$ cat config.mk
export PLATFORM = sky130hd
export DESIGN_NAME = bus_cycle_controller
export DESIGN_NICKNAME = d
export VERILOG_FILES = /design/src/rtl/bus_cycle_controller.sv
export SDC_FILE = /design/constraint.sdc
export NUM_CORES = 1
export LEC_CHECK = 0
export ABC_CLOCK_PERIOD_IN_PS = 1950
export CAP_MARGIN = 10
export CELL_PAD_IN_SITES_DETAIL_PLACEMENT = 1
export CELL_PAD_IN_SITES_GLOBAL_PLACEMENT = 1
export CORE_MARGIN = 5
export CORE_UTILIZATION = 25
export DETAILED_ROUTE_END_ITERATION = 6
export PLACE_DENSITY_LB_ADDON = 0.1
export SLEW_MARGIN = 20
export SYNTH_ARGS = -nofsm -noshare
export SYNTH_HDL_FRONTEND = slang
export SYNTH_SLANG_ARGS = --single-unit
export TNS_END_PERCENT = 30
$ cat constraint.sdc
create_clock -name clock -period 1.95 [get_ports clock]
set_clock_uncertainty 0.2 [all_clocks]
set_input_delay 0.4875 -clock clock [delete_from_list [all_inputs] [get_ports clock]]
set_output_delay 0.4875 -clock clock [all_outputs]
set_load 0.01 [all_outputs]
$ cat src/rtl/bus_cycle_controller.sv
// Sequences the 8-phase A1..X3 bus cycle and emits sync, advance and CM-ROM/CM-RAM strobes, with debug halt/step.
// Latency: one IDLE clock after reset, then one phase per clock; halt_req is honoured only at the X3->A1 boundary.
module bus_cycle_controller #(
    parameter int unsigned NUM_RAM_BANKS = 4
) (
    input  logic                     clock,
    input  logic                     reset,
    input  logic                     halt_req,
    input  logic                     step,
    input  logic                     io_exec,
    input  logic                     src_exec,
    input  logic                     dcl_write,
    input  logic [2:0]               dcl_value,
    output logic [2:0]               phase,
    output logic                     sync,
    output logic                     advance,
    output logic                     cycle_done,
    output logic                     halted,
    output logic                     cm_rom,
    output logic [NUM_RAM_BANKS-1:0] cm_ram,
    output logic [1:0]               bank_sel
);

    typedef enum logic [1:0] {
        IDLE   = 2'd0,
        RUN    = 2'd1,
        HALTED = 2'd2,
        STEP   = 2'd3
    } state_t;

    state_t     state;
    state_t     state_nxt;
    logic [2:0] phase_nxt;
    logic [1:0] bank_nxt;
    logic [1:0] dcl_bank;
    logic       strobe;

    // Only the low two accumulator bits select a bank; fold them onto the populated banks.
    assign dcl_bank = 2'(32'(dcl_value[1:0]) % NUM_RAM_BANKS);

    always_ff @(posedge clock or negedge reset) begin
        if (!reset) begin
            state    <= IDLE;
            phase    <= 3'd0;
            bank_sel <= 2'd0;
        end else begin
            state    <= state_nxt;
            phase    <= phase_nxt;
            bank_sel <= bank_nxt;
        end
    end

    always_comb begin
        state_nxt = state;
        phase_nxt = phase;
        bank_nxt  = bank_sel;
        unique case (state)
            IDLE: begin
                state_nxt = RUN;
                phase_nxt = 3'd0;
            end
            RUN, STEP: begin
                phase_nxt = phase + 3'd1;
                if (phase == 3'd7) begin
                    // A step is exactly one cycle: both RUN and STEP re-evaluate halt here.
                    state_nxt = halt_req ? HALTED : RUN;
                    if (dcl_write) begin
                        bank_nxt = dcl_bank;
                    end
                end
            end
            HALTED: begin
                phase_nxt = 3'd0;
                if (!halt_req) begin
                    state_nxt = RUN;
                end else if (step) begin
                    state_nxt = STEP;
                end
            end
            default: begin
                state_nxt = IDLE;
                phase_nxt = 3'd0;
            end
        endcase
    end

    always_comb begin
        advance    = (state == RUN) || (state == STEP);
        halted     = (state == HALTED);
        sync       = advance && (phase == 3'd7);
        cycle_done = sync;
        strobe     = advance && ((phase == 3'd2) ||
                                 ((phase == 3'd4) && io_exec) ||
                                 ((phase == 3'd6) && src_exec));
        cm_rom     = strobe;
        cm_ram     = '0;
        for (int i = 0; i < int'(NUM_RAM_BANKS); i++) begin
            cm_ram[i] = strobe && (bank_sel == 2'(i));
        end
    end

endmodule

==> flow_summary.yaml, run 1 <==
critical_path:
  worstSetupPathType: "reg2out"
  cp.required_ns: 1.26
  cp_data_arrival_time_ns: 1.52
  cp-startpoint: "phase[0]"
  crit_top_cell: "inv_2"
  reg2reg_to: "bank_sel[1]"
  r2r_setup_slack_ns: 0.06
  timing.rr.start: "phase[0]"
  path_buf_inv: 3
  crit_family: "flip-flops"
  ff2ff_path_depth: 7
  critPathMaxStageDelay_ns: 0.37
  cp_slowest_cell: "dfrtp_1"
  startpoint_type: "flip-flop"
  end_kind: "output pin"
  crit_chain: "inv_2, ha_4, and4_4, a31oi_4, inv_2, and3_4, buf_6"
  cp_max_fo: 4
power:
  p_clk_share_pct: 12.0
  p_seq_share_pct: 26.1
  p_switching_uw: 414.9
  netSwitchingFraction_pct: 37.41
  p_total_mw: 1.109
  power_frac_comb_pct: 61.9
  ir_drop_mv: 0.5873
  p_int_uw: 694.1
  leakagePower_nw: 0.3619
  power_density_nw_per_um2: 1467
grt:
  antenna_found_initial: 0
  grt_pass1_wl_um: 1766
  grt.total_usage_pct: 8.898
  grt_pass1_vias: 403
  grt_max_degree: 9
  grt_overflow_total: 0
synthesis:
  synth_top_family_by_area: "simple AND/OR/NAND/NOR gates"
  synth_common_cells: "dfrtp_1, ha_1, nor2b_1"
  yosys.cell_types.count: 21
  yosys.area_share.xor_xnor_pct: 0
  synth.avg_cell_area_um2: 11.02
  ys_async_sr_fraction_pct: 100.0
  synth-main-ff-cell: "dfrtp_1"
  yosys.area.top_type_share_pct: 42.94
  synth-edff-count: 0
  synthSimpleGateAreaFrac_pct: 26.38
  syn-num-nets: 51
  yosysMostFrequentCell: "dfrtp_1"
  syn-cell-area_um2: 407.9
  ys_seq_elements: 7
  synth_warnings: 0
  synth_cells: 37
  seq_area_frac_synth_pct: 42.94
  muxShareOfSynthArea_pct: 7.362
  yosys.area.top_type: "dfrtp_1"
  synth_compound_area_share_pct: 5.521
  synth-adder-area-share_pct: 12.27
  ys_top_cells_by_area: "dfrtp_1, ha_1, mux2_4"
detailed_routing:
  wl_um: 1060
  drc: 0
  wl_per_cell_um: 12.62
  firstDrtPassIters: 1
  vias_per_cell: 4.440
  ant_nets: 0
  drtIter0Drc: 0
  via_count: 373
run:
  drv_cap: 0
final_layout:
  layout.nets: 83
  n_fill_cell: 167
  drive_gt1_share_pct: 54.41
  antennaDiodeCount: 0
  synthToLayoutAreaGrowth_pct: 85.28
  final_area_um2: 755.7
sta:
  finalCriticalPeriod_ns: 2.208
  maxSlewViolCount: 0
  fmax_ghz: 0.4528
  hold_viol: 0
  setup_viol: 7
  timing.final.ws_setup_ns: -0.2585
  worstMarginPinSlew_ns: 0.3275
  fin_crit_sh_pct: 113.3
  relSlewSlack_pct: 78.10
  rsz0062_at_grt: "yes"
clock_network:
  hold_buffers: 0
  cts_tree: "yes"
  path_clk_slew_ns: 0.06
  cts_root_buffer: "clkbuf_4"
  clock_path_buffers: 2
  cts_setup_buffers: 0
  insertion_delay_ns: 0.25
  cts_inserted_buffers: 3
  cts_htree_levels: 1
  cts.sinks: 7
die:
  ios: 24
  rows: 14
  die-area_um2: 2539
  die_y_um: 50.39
  die_x_um: 50.39
  initial_core_util_pct: 26.77
  core-area_um2: 1524
placed_design:
  port_buffers: 22
  placed_area_um2: 705.7
  place_congestion: 0.6400
  dp_hpwl_um: 856.5
status:
  status: "finished, violations left"
  violations: "setup timing"
min_path:
  holdCritPathClass: "in2async"
[flip-flops by register name (all words and copies together) (netlist names)]
| signal | cells |
|---|---|
| bank_sel | 2 |
| phase | 3 |
| state | 2 |
[cells in the final DEF (no fill, tap or decap), drive strengths merged, types with 2 or more instances in the layout]
cell / netlist / routed
nor3b: 2 / 2
clkdlybuf4s50: 0 / 7
and2: 3 / 3
ha: 4 / 4
mux2: 2 / 2
clkbuf: 1 / 4
dlygate4sd2: 0 / 7
dfrtp: 7 / 7
nor2b: 4 / 4
nand2: 3 / 3
buf: 1 / 14
o21ai: 2 / 2
inv: 3 / 3
[metal layers]
layer  share of wire, %  track usage [%]  vias to the layer above
met5                  0                0                        -
met4                  0            1.277                        0
met3                6.4            3.550                        0
met2                 52            15.69                       13
met1                 42            10.31                      175
li1                   -                -                      185
[through the flow]
stage,hold WS [ns],instances,utilization [%],setup slack [ns],setup TNS [ns]
after floorplan,-0.008091,37,-,-0.02042,-0.03821
after global placement,0.2932,80,46.31,-0.7425,-4.076
after detailed placement,0.2972,80,46.31,-0.7913,-4.201
after CTS,0.3019,84,49.43,-0.3038,-1.521
after global routing,0.3139,84,49.59,-0.3347,-1.671
final,0.2970,84,49.59,-0.2585,-1.202
[cell families after synthesis]
logic type                 Yosys count
muxes                                2
buffers and inverters                5
adders and majority gates            4
DFF                                  7
and+or+nand+nor                     16
AOI/OAI and AO/OA                    3
[worst max path at each step]
| stage | end | slack [ns] | cells after the start |
|---|---|---|---|
| after floorplan | cm_ram[1] | -0.02 | 5 |
| after global placement | cm_ram[1] | -0.74 | 5 |
| after detailed placement | cm_ram[1] | -0.79 | 5 |
| after CTS | cm_ram[3] | -0.30 | 7 |
| after global routing | cm_ram[3] | -0.33 | 7 |
| final | cm_ram[3] | -0.26 | 7 |
[repair_timing]
| item | CTS | global route |
|---|---|---|
| setup endpoints to repair | 12 | 8 |
| pin swaps | 3 | 4 |
| gates resized for setup | 50 | 3 |
[power groups by stage]
stage | clock, mW | sequential (mW) | combinational [mW]
after floorplan | 0 | 0.307 | 0.282
after global placement | 0 | 0.274 | 0.683
after detailed placement | 0 | 0.274 | 0.690
after CTS | 0.144 | 0.290 | 0.684
after global routing | 0.151 | 0.301 | 0.767
final | 0.133 | 0.289 | 0.686
[cell type report]
type / instances / area (um^2) / area share, %
clock inverters: 1 / 5.005 / 0.6623
repair buffers: 29 / 249.0 / 32.95
clock buffers: 3 / 22.52 / 2.980
multi-input cells: 25 / 271.5 / 35.93
inverters: 3 / 11.26 / 1.490
well taps: 16 / 20.02 / 2.649
flip-flops and latches: 7 / 176.4 / 23.34
(Power assumes the default switching activity.)
==> run 2: changes to the inputs <==
--- a/config.mk
+++ b/config.mk
@@ -6,7 +6,6 @@
 export NUM_CORES = 1
 export LEC_CHECK = 0
 export ABC_CLOCK_PERIOD_IN_PS = 1950
-export CAP_MARGIN = 10
 export CELL_PAD_IN_SITES_DETAIL_PLACEMENT = 1
 export CELL_PAD_IN_SITES_GLOBAL_PLACEMENT = 1
 export CORE_MARGIN = 5
==> results of run 2 <==
The final DEF is identical to that of run 1; final timing and power are the same.
==> run 3: changes to the inputs <==
--- a/config.mk
+++ b/config.mk
@@ -8,10 +8,10 @@
 export ABC_CLOCK_PERIOD_IN_PS = 1950
 export CELL_PAD_IN_SITES_DETAIL_PLACEMENT = 1
 export CELL_PAD_IN_SITES_GLOBAL_PLACEMENT = 1
-export CORE_MARGIN = 5
+export CORE_MARGIN = 3
 export CORE_UTILIZATION = 25
 export DETAILED_ROUTE_END_ITERATION = 6
-export PLACE_DENSITY_LB_ADDON = 0.1
+export PLACE_DENSITY = 0.82
 export SLEW_MARGIN = 20
 export SYNTH_ARGS = -nofsm -noshare
 export SYNTH_HDL_FRONTEND = slang
==> run 3 against run 2 <==
The run still ends with setup timing left. Register-to-register slack barely moved. Maximum frequency is 2.8% lower. Via count rose by 4.0%. Cell count grew 1.2%. Count of clock-buffer cells in the layout grew 1. Setup slack worse by 0.064 ns. Die area down 15%. Hold slack worse by 0.0016 ns. Clock power barely moved. First-iteration DRC count did not move.
==> flow_summary.yaml, run 3 (synthesized netlist as in run 1, its figures left out) <==
status:
  status: "finished, violations left"
  violations: "setup timing"
detailed_routing:
  firstDrtPassIters: 1
  ant_nets: 0
  wl_um: 1115
  drtIter0Drc: 0
  wl_per_cell_um: 13.12
  vias_per_cell: 4.565
  via_count: 388
  drc: 0
sta:
  setup_viol: 7
  finalCriticalPeriod_ns: 2.272
  rsz0062_at_grt: "yes"
  worstMarginPinSlew_ns: 0.3155
  relSlewSlack_pct: 78.90
  timing.final.ws_setup_ns: -0.3221
  fin_crit_sh_pct: 116.5
  hold_viol: 0
  fmax_ghz: 0.4401
  maxSlewViolCount: 0
placed_design:
  port_buffers: 22
  dp_cells: 78
  placed_area_um2: 696.9
  place_congestion: 0.7086
  dp_slack_ns: -0.7359
  dp_hpwl_um: 828.3
die:
  die_x_um: 46.39
  ios: 24
  core-area_um2: 1415
  rows: 13
  initial_core_util_pct: 28.82
  die_y_um: 46.39
  die-area_um2: 2152
clock_network:
  cts.sinks: 7
  cts_inserted_buffers: 3
  cts_root_buffer: "clkbuf_4"
  cts_htree_levels: 1
  hold_buffers: 0
  path_clk_slew_ns: 0.05
  clock_path_buffers: 2
  insertion_delay_ns: 0.25
  cts_tree: "yes"
grt:
  antenna_found_initial: 0
  grt_max_degree: 9
  grt.total_usage_pct: 11.96
  grt_pass1_vias: 430
  grt_overflow_total: 0
  grt_pass1_wl_um: 1759
power:
  p_switching_uw: 436.2
  netSwitchingFraction_pct: 36.65
  ir_drop_mv: 0.6897
  leakagePower_nw: 0.3646
  p_seq_share_pct: 25.1
  p_int_uw: 754.0
  power_density_nw_per_um2: 1510
  power_frac_comb_pct: 64.0
  p_clk_share_pct: 10.9
final_layout:
  layout.cells.most_common: "clkdlybuf4s50_1"
  multi_input_area_um2: 276.5
  largest_register_ffs: 3
  top_register: "phase"
  synthToLayoutAreaGrowth_pct: 93.25
  seqCellArea_um2: 177.7
  layout.nets: 85
  instances_no_fill: 85
  drive_gt1_share_pct: 55.71
  antennaDiodeCount: 0
  top_regs: "phase x3, bank_sel x2, state x2"
  layout_common_cells: "clkdlybuf4s50_1, buf_4, dlygate4sd2_1"
  n_fill_cell: 164
  final_area_um2: 788.3
critical_path:
  crit_chain: "inv_2, ha_4, and4_4, a31oi_4, buf_4, nor3b_2, buf_2"
  critPathMaxStageDelay_ns: 0.39
  startpoint_type: "flip-flop"
  cp_slowest_cell: "dfrtp_1"
  worstSetupPathType: "reg2out"
  cp_max_fo: 3
  end_kind: "output pin"
  cp.required_ns: 1.26
  cp_data_arrival_time_ns: 1.58
run:
  drv_cap: 0
min_path:
  holdCritPathClass: "in2async"
## run 3: layer usage
| layer | share of wire [%] | vias to the layer above | track usage [%] | wire, um |
|---|---|---|---|---|
| li1 | - | 188 | - | - |
| met5 | 0 | - | 0 | 0 |
| met3 | 6.3 | 0 | 2.734 | 70 |
| met1 | 43 | 184 | 14.66 | 484 |
| met4 | 0 | 0 | 6.818 | 0 |
| met2 | 50 | 16 | 18.96 | 560 |
## run 3: metrics by stage
| stage | hold slack [ns] | utilization (%) | setup TNS (ns) | total power, mW |
|---|---|---|---|---|
| 2_1_floorplan | -0.008091 | - | -0.03821 | 0.5892 |
| 3_3_place_gp | 0.2739 | 49.25 | -3.914 | 0.9292 |
| 3_5_place_dp | 0.3156 | 49.25 | -3.998 | 0.9499 |
| 4_1_cts | 0.3003 | 53.85 | -1.754 | 1.130 |
| 5_1_grt | 0.3113 | 55.70 | -2.261 | 1.293 |
| 6_report | 0.2954 | 55.70 | -1.797 | 1.190 |
## run 3: path summary, 6_finish.rpt
path / start / endpoint / slack [ns] / cells after the start
max: phase[0] / cm_ram[2] / -0.32 / 7
min: reset / phase[1] / 0.30 / 1
max reg2reg: phase[0] / bank_sel[0] / 0.06 / 7
min reg2reg: state[1] / state[1] / 0.33 / 2
max in group asynchronous: reset / bank_sel[1] / 0.99 / 1
min in group clock: state[1] / state[1] / 0.33 / 2
## run 3: cell type report
type | instances | area share [%]
flip-flops and latches | 7 | 22.54
repair buffers | 31 | 35.24
well taps | 15 | 2.381
multi-input cells | 25 | 35.08
clock buffers | 4 | 3.333
inverters | 3 | 1.429
## run 3: worst max-delay path: cells and delay by family, from the launching register on
family | cells | cell delay (ns)
AO/OA/AOI/OAI | 1 | 0.04
adder cells (fa/ha/maj) | 1 | 0.13
buffers and inverters | 3 | 0.41
flip-flops | 1 | 0.39
AND/OR/NAND/NOR | 2 | 0.37
## run 3: what timing repair did
action,in CTS,in global routing
setup buffers,1,2
pin swaps,3,4
gates resized for setup,44,7
endpoints found under the setup margin,12,10
## run 3: power groups by stage
stage,logic (mW),clock network [mW],registers (mW)
final,0.761,0.130,0.299
after detailed placement,0.670,0,0.280
after global routing,0.840,0.142,0.312
after floorplan,0.282,0,0.307
after global placement,0.655,0,0.274
after CTS,0.694,0.135,0.301
==> RTL edit 1 (config.mk and constraints of run 3) <==
The parameter `NUM_RAM_BANKS` goes from 4 to 3.
--- a/src/rtl/bus_cycle_controller.sv
+++ b/src/rtl/bus_cycle_controller.sv
@@ -3,3 +3,3 @@
 module bus_cycle_controller #(
-    parameter int unsigned NUM_RAM_BANKS = 4
+    parameter int unsigned NUM_RAM_BANKS = 3
 ) (
Ports: changed (resized cm_ram); port bits go from 24 to 23. The function was not compared with the original's and may differ.
==> RTL edit 1 against run 3 <==
  * The run still ends with negative setup slack left
  * Routed wire length shrank 5.4%
  * Total power shrank 15%
  * Synthesized area shrank 1.2%
  * Worst setup slack gained 0.15 ns
  * Via count grew 0.26%
  * Cell count shrank 3.5%
  * Sequential cell count is the same
  * Register-to-register slack gained 0.13 ns
  * First-iteration DRC count grew 7
  * Count of clock-buffer cells in the layout is the same
  * Global-route usage grew 0.11 points
  * Final area shrank 9.8%
  * Worst hold slack gained 0.00068 ns
  * Critical endpoint unchanged
  * Highest routed layer unchanged
==> RTL edit 1: results <==
metrics = {
    "synthesis": {
        "synth.distinct_cells": 17,
        "ys_top_cells_by_area": "dfrtp_1 (43%), ha_1 (12%), nor3b_2 (6.2%)",
        "seq_area_frac_synth": 0.4348,
        "syn_nets": 52,
        "synth.top_cells.by_count": "dfrtp_1 (7), ha_1 (4)",
        "synth.avg_cell_area_um2": 10.60,
    },
    "grt": {
        "grt_max_degree": 9,
        "first_global_vias": 407,
        "grt_pass1_wl_mm": 1.794,
        "globalRouteTotalUtil": 0.1207,
    },
    "routing": {
        "drtPass1Iterations": 4,
        "viasPerCell": 4.744,
        "dr_wl_met3_um": 125,
        "route.met2.wl_um": 520,
        "vias": 389,
        "m1WireLength_um": 409,
        "drt-total-wl_mm": 1.055,
        "drt_iter0_markers": 7,
    },
    "layout": {
        "drive_gt1_frac": 0.4478,
        "diodes": 0,
        "nets": 82,
    },
    "worst_setup_path": {
        "rrSetupSlack_ns": 0.19,
        "reg2regPathDepth": 6,
        "cp_max_fo": 4,
        "arrival_ns": 1.44,
        "cp_top_family": "simple AND/OR/NAND/NOR gates",
        "timing.rr.end": "state[1]$_DFFE_PN0P_",
    },
    "power_and_ir_drop": {
        "p_leak_nw": 0.3564,
        "peakVddDrop_uv": 725.0,
        "pg_seq_w": 0.000289,
        "swShare": 0.3722,
    },
    "timing": {
        "worst_slack_ns": -0.1763,
        "setup_viol": 6,
        "tightest_slew_ns": 0.3307,
    },
    "placed_design": {
        "dpl_worst_slack_ns": -0.7004,
        "gp_congestion": 0.6599,
        "dp_hpwl_um": 828.5,
        "numPortBuffers": 21,
    },
    "outcome": {
        "outcome": "complete, but fails checks",
        "violations": "negative setup slack",
    },
    "cts": {
        "cts-buffers-inserted": 3,
        "clockBufferDepth": 2,
    },
}
## RTL edit 1: cell families after synthesis
family	count (synthesis)	synth area share
compound gates	5	0.09005
fa+ha+maj	4	0.1242
buf+inv	5	0.05590
flops	7	0.4348
mux	1	0.02795
simple gates	16	0.2671
## RTL edit 1: stage by stage
| stage | setup TNS [ns] | power, W |
|---|---|---|
| after floorplan | 0 | 0.0005329 |
| after global placement | -3.075 | 0.0008583 |
| after detailed placement | -3.221 | 0.0008771 |
| after CTS | -1.266 | 0.001002 |
| after global routing | -1.454 | 0.001122 |
| final | -0.9438 | 0.001017 |
## RTL edit 1: worst min path at each step
stage                     cells after the start  slack (ns)                  from                       to
final                                         1        0.30                 reset  bank_sel[0]$_DFFE_PN0P_
after global routing                          1        0.31                 reset     state[0]$_DFFE_PN0P_
after CTS                                     1        0.30                 reset  bank_sel[1]$_DFFE_PN0P_
after detailed placement                      1        0.31  state[1]$_DFFE_PN0P_     state[1]$_DFFE_PN0P_
after global placement                        1        0.30  state[1]$_DFFE_PN0P_     state[1]$_DFFE_PN0P_
after floorplan                               0      -0.008                 reset  bank_sel[0]$_DFFE_PN0P_
## RTL edit 1: what timing repair did
action	4_1_cts	5_1_grt
endpoints found under the setup margin	9	11
hold buffers	0	0
pin swaps	2	5
setup buffers	0	0
endpoints found under the hold margin	0	0
gates resized for setup	33	14
## RTL edit 1: final cells by class
type | instances | area (um2)
fillers | 154 | 688.2
clock buffers | 4 | 26.28
inverters | 3 | 11.26
multi-input cells | 26 | 244.0
well taps | 15 | 18.77
flip-flops and latches | 7 | 177.7
repair buffers | 27 | 232.7
## RTL edit 1: metal layers
layer,track usage,up-vias
li1,-,185
met1,0.1192,188
met2,0.2088,16
met3,0.07422,0
met4,0.03409,0
met5,0,-
==> RTL edit 2 (settings of run 3) <==
Without the edit above. Make the reset (`reset`) synchronous in one clocked block.
--- a/src/rtl/bus_cycle_controller.sv
+++ b/src/rtl/bus_cycle_controller.sv
@@ -40,3 +40,3 @@
 
-    always_ff @(posedge clock or negedge reset) begin
+    always_ff @(posedge clock) begin
         if (!reset) begin
Formal check against the unedited RTL: differs if reset is asserted again (counterexample within 4 cycles, from zero or initial values and one cycle with reset low); with reset held inactive, the same outputs for 10 cycles.
==> RTL edit 2 against run 3 <==
  * The flow still finishes with violations (negative setup slack)
  * Worst setup slack improved by 0.10 ns
  * Critical endpoint is now cm_ram[1]
  * Sequential cell count did not move
  * Final area fell by 2.7%
  * Register-to-register slack improved by 0.26 ns
  * Die area fell by 4.0%
  * Routed wire length rose by 8.1%
  * Synthesized area fell by 4.6%
  * Cell count rose by 7.1%
Power is left out: it rests on default switching activity, and per cell area and clock period it moved more than threefold.
==> RTL edit 2: results <==
metrics = {
    "cts": {
        "clockBufferDepth": 2,
        "post_cts_resize_count": 47,
        "cts_setup_buffers": 2,
    },
    "synthesis": {
        "seq_area_frac_synth": 0.3601,
        "syn_nets": 57,
        "async_flop_share": 0,
        "ys_top_cells_by_area": "dfxtp_1 (36%), ha_1 (13%), nor3b_2 (6.4%)",
        "yosysWarnings": 0,
    },
    "placed_design": {
        "gp_congestion": 0.7066,
        "dp_hpwl_um": 812.9,
    },
    "outcome": {
        "outcome": "complete, but fails checks",
        "violations": "negative setup slack",
    },
    "routing": {
        "vias": 423,
        "drt_iter0_markers": 2,
        "drtPass1Iterations": 2,
    },
    "worst_setup_path": {
        "reg2regPathDepth": 6,
        "cp_top_family": "simple AND/OR/NAND/NOR gates",
        "cp_max_fo": 4,
        "max_stage_delay_ns": 0.33,
        "slowest_stage": "dfxtp_2",
    },
    "timing": {
        "slew_headroom": 0.8280,
        "setup_viol": 7,
        "worst_slack_ns": -0.2172,
        "setup_tns_ns": -0.9874,
    },
    "grt": {
        "first_global_vias": 451,
        "globalRouteTotalUtil": 0.1405,
        "grt_pass1_wl_mm": 1.966,
    },
    "layout": {
        "nets": 91,
        "nFillCells": 161,
    },
    "min_path": {
        "min_path_type": "flop to flop",
    },
}
## RTL edit 2: cell types whose count changed after synthesis, moves of 2 or more
cell	before	now
nand2_1	2	4
dfxtp_1	0	7
o21ai_0	1	3
nor3b_2	0	2
mux2_4	2	0
dfrtp_1	7	0
nor2b_1	4	2
inv_1	2	4
nand3_1	0	3
nor3b_1	2	0
## RTL edit 2: cell families after synthesis
kind of cell	Yosys count	share of synthesized area
compound gates	6	0.1221
fa+ha+maj	4	0.1286
buf+inv	6	0.06751
flops	7	0.3601
simple gates	20	0.3215
## RTL edit 2: final timing paths
| path | from | endpoint | slack, ns |
|---|---|---|---|
| min reg2reg | state[1]$_SDFFE_PN0P_ | state[1]$_SDFFE_PN0P_ | 0.28 |
| min | state[1]$_SDFFE_PN0P_ | state[1]$_SDFFE_PN0P_ | 0.28 |
| max reg2reg | phase[0]$_SDFF_PP0_ | state[0]$_SDFFE_PN0P_ | 0.32 |
| max | phase[0]$_SDFF_PP0_ | cm_ram[1] | -0.22 |
## RTL edit 2: metrics by stage
step	setup WS, ns	area [um2]	instances
after floorplan	0.04902	389.1	43
after global routing	-0.2871	767.0	91
after CTS	-0.2458	724.4	90
after global placement	-0.6773	661.9	84
after detailed placement	-0.7196	661.9	84
final	-0.2172	767.0	91
## RTL edit 2: final cells by class
type                       count  area [um2]  area share
clock buffer                   4       26.28     0.03426
inverter                       4       17.52     0.02284
multi-input combinational     30       281.5      0.3670
sequential                     7       150.1      0.1958
tap                           15       18.77     0.02447
timing repair buffer          31       272.8      0.3556
## RTL edit 2: per-layer routing
metal | global-route usage | wire length (um) | up-vias
met1 | 0.1619 | 524 | 188
li1 | - | - | 211
met3 | 0.03953 | 107 | 4
met2 | 0.2089 | 546 | 20
met4 | 0.1228 | 27 | 0
met5 | 0 | 0 | -
